--- src/rtl/fetch_pipe_ctrl.sv ---
// Fetch-stage sequencing controller: arbitrates redirect, halt, imem wait and load-use stalls.
// Optional performance counters are enabled with `define FETCH_PERF_CNT_EN.
module fetch_pipe_ctrl #(
  parameter int XLEN            = 32,
  parameter int LU_STALL_CYCLES = 1,
  parameter int CNT_W           = 32
) (
  input  logic            clk_i,
  input  logic            rst_i,
  input  logic [XLEN-1:0] pc4_if_i,
  input  logic            br_taken_ex_i,
  input  logic [XLEN-1:0] br_target_ex_i,
  input  logic [4:0]      id_rs1_i,
  input  logic [4:0]      id_rs2_i,
  input  logic [1:0]      id_rs_used_i,
  input  logic [4:0]      ex_rd_i,
  input  logic            ex_memread_i,
  input  logic            imem_ready_i,
  input  logic            halt_req_i,
  output logic [XLEN-1:0] npc_o,
  output logic            keep_o,
  output logic            back_o,
  output logic            stall_ifid_o,
  output logic            flush_ifid_o,
  output logic            flush_idex_o,
  output logic            halted_o
`ifdef FETCH_PERF_CNT_EN
  ,
  output logic [CNT_W-1:0] stall_cnt_o,
  output logic [CNT_W-1:0] flush_cnt_o
`endif
);

  typedef enum logic [1:0] {
    ST_RUN        = 2'd0,
    ST_LU_STALL   = 2'd1,
    ST_REDIR_WAIT = 2'd2,
    ST_HALT       = 2'd3
  } state_t;

  localparam logic [2:0] LU_LOAD = 3'(LU_STALL_CYCLES - 1);

  if (LU_STALL_CYCLES < 1 || LU_STALL_CYCLES > 7 || CNT_W < 1) begin : g_param_chk
    $error("fetch_pipe_ctrl: LU_STALL_CYCLES must be 1..7 and CNT_W at least 1");
  end

  state_t            state_r, state_nxt_s;
  logic [XLEN-1:0]   pend_r, pend_nxt_s;
  logic [2:0]        cnt_r, cnt_nxt_s;
  logic              lu_s;
  logic [XLEN-1:0]   npc_s;
  logic              keep_s, back_s, stall_s, fifl_s, fidx_s, halted_s;

  // Load-use hazard between the load in EX and the sources read in ID.
  always_comb begin
    lu_s = ex_memread_i & (ex_rd_i != 5'd0) &
           ((id_rs_used_i[0] & (id_rs1_i == ex_rd_i)) |
            (id_rs_used_i[1] & (id_rs2_i == ex_rd_i)));
  end

  // State, pending redirect target and bubble counter registers.
  always_ff @(posedge clk_i or negedge rst_i) begin
    if (!rst_i) begin
      state_r <= ST_RUN;
      pend_r  <= {XLEN{1'b0}};
      cnt_r   <= 3'd0;
    end else begin
      state_r <= state_nxt_s;
      pend_r  <= pend_nxt_s;
      cnt_r   <= cnt_nxt_s;
    end
  end

  // Next-state logic; a redirect always wins and clears any bubble count.
  always_comb begin
    state_nxt_s = state_r;
    pend_nxt_s  = pend_r;
    cnt_nxt_s   = cnt_r;
    case (state_r)
      ST_RUN, ST_LU_STALL: begin
        if (br_taken_ex_i) begin
          cnt_nxt_s = 3'd0;
          if (imem_ready_i) begin
            state_nxt_s = ST_RUN;
          end else begin
            pend_nxt_s  = br_target_ex_i;
            state_nxt_s = ST_REDIR_WAIT;
          end
        end else if (state_r == ST_LU_STALL) begin
          if (cnt_r <= 3'd1) begin
            cnt_nxt_s   = 3'd0;
            state_nxt_s = ST_RUN;
          end else begin
            cnt_nxt_s   = cnt_r - 3'd1;
            state_nxt_s = ST_LU_STALL;
          end
        end else if (halt_req_i) begin
          state_nxt_s = ST_HALT;
        end else if (!imem_ready_i) begin
          state_nxt_s = ST_RUN;
        end else if (lu_s) begin
          cnt_nxt_s   = LU_LOAD;
          state_nxt_s = (LU_LOAD != 3'd0) ? ST_LU_STALL : ST_RUN;
        end else begin
          state_nxt_s = ST_RUN;
        end
      end
      ST_REDIR_WAIT: begin
        // Youngest redirect overwrites the pending target; halt waits for completion.
        if (br_taken_ex_i && !imem_ready_i) begin
          pend_nxt_s = br_target_ex_i;
        end else if (imem_ready_i) begin
          state_nxt_s = ST_RUN;
        end else begin
          state_nxt_s = ST_REDIR_WAIT;
        end
      end
      ST_HALT: begin
        if (!halt_req_i) begin
          state_nxt_s = ST_RUN;
        end else begin
          state_nxt_s = ST_HALT;
        end
      end
      default: begin
        state_nxt_s = ST_RUN;
      end
    endcase
  end

  // Output decode; everything is forced to zero while reset is asserted.
  always_comb begin
    npc_s    = pc4_if_i;
    keep_s   = 1'b0;
    back_s   = 1'b0;
    stall_s  = 1'b0;
    fifl_s   = 1'b0;
    fidx_s   = 1'b0;
    halted_s = 1'b0;
    if (!rst_i) begin
      npc_s = {XLEN{1'b0}};
    end else begin
      case (state_r)
        ST_RUN, ST_LU_STALL: begin
          if (br_taken_ex_i && imem_ready_i) begin
            back_s = 1'b1;
            npc_s  = br_target_ex_i;
            fifl_s = 1'b1;
            fidx_s = 1'b1;
          end else if (br_taken_ex_i) begin
            keep_s = 1'b1;
            fifl_s = 1'b1;
            fidx_s = 1'b1;
          end else if (state_r == ST_LU_STALL) begin
            keep_s  = 1'b1;
            stall_s = 1'b1;
            fidx_s  = 1'b1;
          end else if (halt_req_i) begin
            keep_s  = 1'b1;
            stall_s = 1'b1;
            fidx_s  = 1'b1;
          end else if (!imem_ready_i) begin
            keep_s = 1'b1;
            fifl_s = 1'b1;
          end else if (lu_s) begin
            keep_s  = 1'b1;
            stall_s = 1'b1;
            fidx_s  = 1'b1;
          end else begin
            npc_s = pc4_if_i;
          end
        end
        ST_REDIR_WAIT: begin
          fifl_s = 1'b1;
          if (br_taken_ex_i && imem_ready_i) begin
            back_s = 1'b1;
            npc_s  = br_target_ex_i;
            fidx_s = 1'b1;
          end else if (br_taken_ex_i) begin
            keep_s = 1'b1;
            fidx_s = 1'b1;
          end else if (imem_ready_i) begin
            back_s = 1'b1;
            npc_s  = pend_r;
          end else begin
            keep_s = 1'b1;
          end
        end
        ST_HALT: begin
          keep_s   = 1'b1;
          stall_s  = 1'b1;
          halted_s = 1'b1;
        end
        default: begin
          keep_s = 1'b0;
        end
      endcase
    end
  end

  assign npc_o        = npc_s;
  assign keep_o       = keep_s;
  assign back_o       = back_s;
  assign stall_ifid_o = stall_s;
  assign flush_ifid_o = fifl_s;
  assign flush_idex_o = fidx_s;
  assign halted_o     = halted_s;

`ifdef FETCH_PERF_CNT_EN
  logic [CNT_W-1:0] stall_cnt_r, flush_cnt_r;

  // Stall and redirect event counters; both wrap naturally.
  always_ff @(posedge clk_i or negedge rst_i) begin
    if (!rst_i) begin
      stall_cnt_r <= {CNT_W{1'b0}};
      flush_cnt_r <= {CNT_W{1'b0}};
    end else begin
      if (keep_s && !halted_s) begin
        stall_cnt_r <= stall_cnt_r + {{(CNT_W-1){1'b0}}, 1'b1};
      end else begin
        stall_cnt_r <= stall_cnt_r;
      end
      if (back_s) begin
        flush_cnt_r <= flush_cnt_r + {{(CNT_W-1){1'b0}}, 1'b1};
      end else begin
        flush_cnt_r <= flush_cnt_r;
      end
    end
  end

  assign stall_cnt_o = stall_cnt_r;
  assign flush_cnt_o = flush_cnt_r;
`endif

endmodule

--- config.mk ---
export PLATFORM = sky130hd
export DESIGN_NAME = fetch_pipe_ctrl
export DESIGN_NICKNAME = d
export VERILOG_FILES = /design/src/rtl/fetch_pipe_ctrl.sv
export SDC_FILE = /design/constraint.sdc
export NUM_CORES = 1
export LEC_CHECK = 0
export CELL_PAD_IN_SITES_DETAIL_PLACEMENT = 1
export CELL_PAD_IN_SITES_GLOBAL_PLACEMENT = 1
export CORE_MARGIN = 4
export CORE_UTILIZATION = 26
export DETAILED_ROUTE_END_ITERATION = 8
export GPL_TIMING_DRIVEN = 0
export PLACE_DENSITY_LB_ADDON = 0.2
export SYNTH_ARGS = -nofsm -noshare
export SYNTH_HDL_FRONTEND = slang
export SYNTH_SLANG_ARGS = --single-unit
--- constraint.sdc ---
create_clock -name clk_i -period 1.6 [get_ports clk_i]
set_input_delay 0.16 -clock clk_i [delete_from_list [all_inputs] [get_ports clk_i]]
set_output_delay 0.16 -clock clk_i [all_outputs]
set_load 0.01 [all_outputs]
==> out/qor.txt <==
Area share of the largest cell type after synthesis: 0.4006
Gate Count Post-Synth: 228
Worst path arrival time: 1.91 ns
Largest family of logic cells by synthesized area: compound AO/OA/AOI/OAI gates
F_max: 482.5 MHz
Power per Cell Area: 884.4 mW/mm^2
DP HPWL: 6351 um
Fin. Hold Viols: 0
Die width: 102.3 um
Final worst setup slack: -0.4727 ns
Full die area: 0.01046 mm^2
Unrepaired setup endpoints after global routing: true
DRC violations left: 0
Die span in y: 102.3 um
TritonCTS Buffers: 5
Initial DRC Count: 188
Main synth FF type: dfrtp_1
Post-synthesis sequential area ratio: 0.4006
Compound-Gate Fraction of Synth Area: 0.1944
Core area: 0.008678 mm^2
Pre-CTS setup slack: -1.162 ns
Syn nets: 317
Clock Sinks: 37
Max-slew violations: 0
Mapped cell area: 0.002311 mm^2
CP startpoint kind: flip-flop
Floorplan row count: 34
Ratio of cells with drive above 1 in the final layout: 0.3883
# IOs: 125
Worst Setup End Kind: output pin
Final instance area: 0.004345 mm^2
ANT nets after route: 0
Synth cell types: 38
Synthesized flop and latch total: 37
Final Cycle Share: 1.295
First-pass GRT wire length: 14370 um
Layout Nets: 483
Setup total negative slack: -12.74 ns
Failing checks: negative setup slack
Most frequent cell after synthesis: nor2_1
Placed Area: 0.003702 mm^2
Initial Util: 0.2663
Xor/xnor share of the synthesized area: 0.03790
Drt pass-1 iters: 5
Setup Viol. Count Final: 47
Synth async-reset ratio: 1.000
Tot GR Track Use: 0.1767
Clock slew at reported path FFs: 0.08 ns
Average size of a mapped cell: 10.14 um^2
Simple-Gate Fraction of Synth Area: 0.1375
Final Wtd Congestion: 0.7246
Worst-path maximum fanout: 4
Post-Synth Adder-Cell Area: 0.01083
Initial antenna violation count: 0
Congestion Overflow GR: 0
Commonest cells post-synth: nor2_1, dfrtp_1, mux2_1
Design Power: 3.843 mW
Slew HR: 0.5399
H-tree Lvls: 2
Leakage power: 2.020 nW
DRT Wirelength: 9570 um
Clk_lat worst skew: 0.30 ns
Post-synth EDFFs: 0
# diodes: 0
Max_cap viols: 0
Drt wl/cell: 19.06 um
Crit Path Category: reg -> out
Worst-Margin Slew: 0.6879 ns
WP data required: 1.44 ns
Hold slack: 0.3296 ns
Area grow syn2layout: 88.03%
Clock skew: 0.009512 ns
Vias in the first global route: 2767
Synthesis Warnings: 0
Port Buf Inserts: 124
Clock tree buffer depth: 2
CTS Root Cell: clkbuf_8
Ranking of synthesized cells by area: dfrtp_1, mux2_1, a222oi_1
Via count: 2611
Final min period: 2.073 ns
Mux share of post-synthesis cell area: 0.1603
Post-synth top area cell: dfrtp_1
Status: finished with violations
CTS tree: yes
DR vias/cell: 5.201
Largest net degree at the start of global routing: 15
Worst Hold Class: in -> reg
Peak VDD IR: 0.3304 mV
cell families (layout without fill, tap and decap cells):
| kind of cell | Yosys count | in the layout |
|---|---|---|
| simple gates | 69 | 69 |
| xor+xnor | 10 | 10 |
| buf+inv | 25 | 191 |
| flops | 37 | 37 |
| fa+ha+maj | 2 | 2 |
| compound gates | 52 | 52 |
| mux | 33 | 33 |
metrics by stage:
| stage | util | cells |
|---|---|---|
| 3_5_place_dp | 0.4266 | 461 |
| 2_1_floorplan | - | 228 |
| 3_3_place_gp | 0.4249 | 460 |
| 6_report | 0.5007 | 502 |
| 5_1_grt | 0.5007 | 502 |
| 4_1_cts | 0.4710 | 495 |
repair_timing:
item | in CTS | in global routing
hold buffers | 3 | 0
gates resized for setup | 242 | 56
setup endpoints to repair | 68 | 69
cloned | 4 | 1
setup buffers | 22 | 9
pin swaps | 25 | 35
hold endpoints to repair | 24 | 0
worst paths after layout:
path / startpoint / to / slack, ns / cells after the start
min in group asynchronous: rst_i / pend_r[16] / 0.47 / 2
min: halt_req_i / state_r[0] / 0.33 / 3
max in group asynchronous: rst_i / pend_r[27] / 0.68 / 2
max reg2reg: state_r[1] / pend_r[24] / -0.05 / 8
min reg2reg: pend_r[30] / pend_r[30] / 0.49 / 1
max: state_r[0] / npc_o[11] / -0.47 / 8
area by class of cell:
type                    count  area (um^2)
fillers                   989         4333
multi-input cells         166         1485
repair buffers            162         1465
flip-flops and latches     37        927.1
plain buffers              15        212.7
well taps                 108        135.1
clock buffers               6        82.58
inverters                   7        30.03
clock inverters             1        7.507
power breakdown:
group          total (mW)  internal, mW  switching [mW]  leakage, nW
logic                1.83          1.06           0.773         1.54
registers            1.29          1.15           0.148        0.439
clock network       0.718         0.342           0.376       0.0433
total                3.84          2.55            1.30         2.02
registers in the layout, summed over array words and instances (netlist names):
| name | cells |
|---|---|
| pend_r | 32 |
| cnt_r | 3 |
| state_r | 2 |
cells in the final DEF, fill, tap and decap left out, types with 3 or more instances in the layout:
master,netlist,layout
dlygate4sd2_1,0,13
o21ai_0,4,3
nand4_1,3,3
clkbuf_1,6,3
buf_4,3,15
dfrtp_1,37,36
buf_8,0,6
mux2_1,32,3
inv_1,4,4
clkdlybuf4s50_1,0,67
nor2_1,41,38
buf_2,6,38
xnor2_1,10,9
clkbuf_8,0,8
dlygate4sd3_1,0,3
buf_6,3,19
nand2_1,8,6
mux2_4,0,29
buf_12,0,4
a222oi_1,31,31
routing by layer:
| layer | track usage | wire (um) | vias to the layer above | part of all wire |
|---|---|---|---|---|
| met5 | 0 | 0 | - | 0 |
| met4 | 0.02926 | 80 | 0 | 0.0084 |
| met3 | 0.05256 | 741 | 8 | 0.077 |
| met2 | 0.3093 | 4779 | 100 | 0.50 |
| met1 | 0.2182 | 3969 | 1296 | 0.41 |
| li1 | - | - | 1207 | - |
critical path, cell delays in order (launching register included):
cell      delay [ns]
dfrtp_1         0.43
nand2b_4        0.19
nor3b_4         0.06
buf_6           0.14
buf_6           0.12
buf_12          0.12
a222oi_1        0.33
nor2_1          0.07
buf_2           0.16
(Power assumes the default switching activity.)
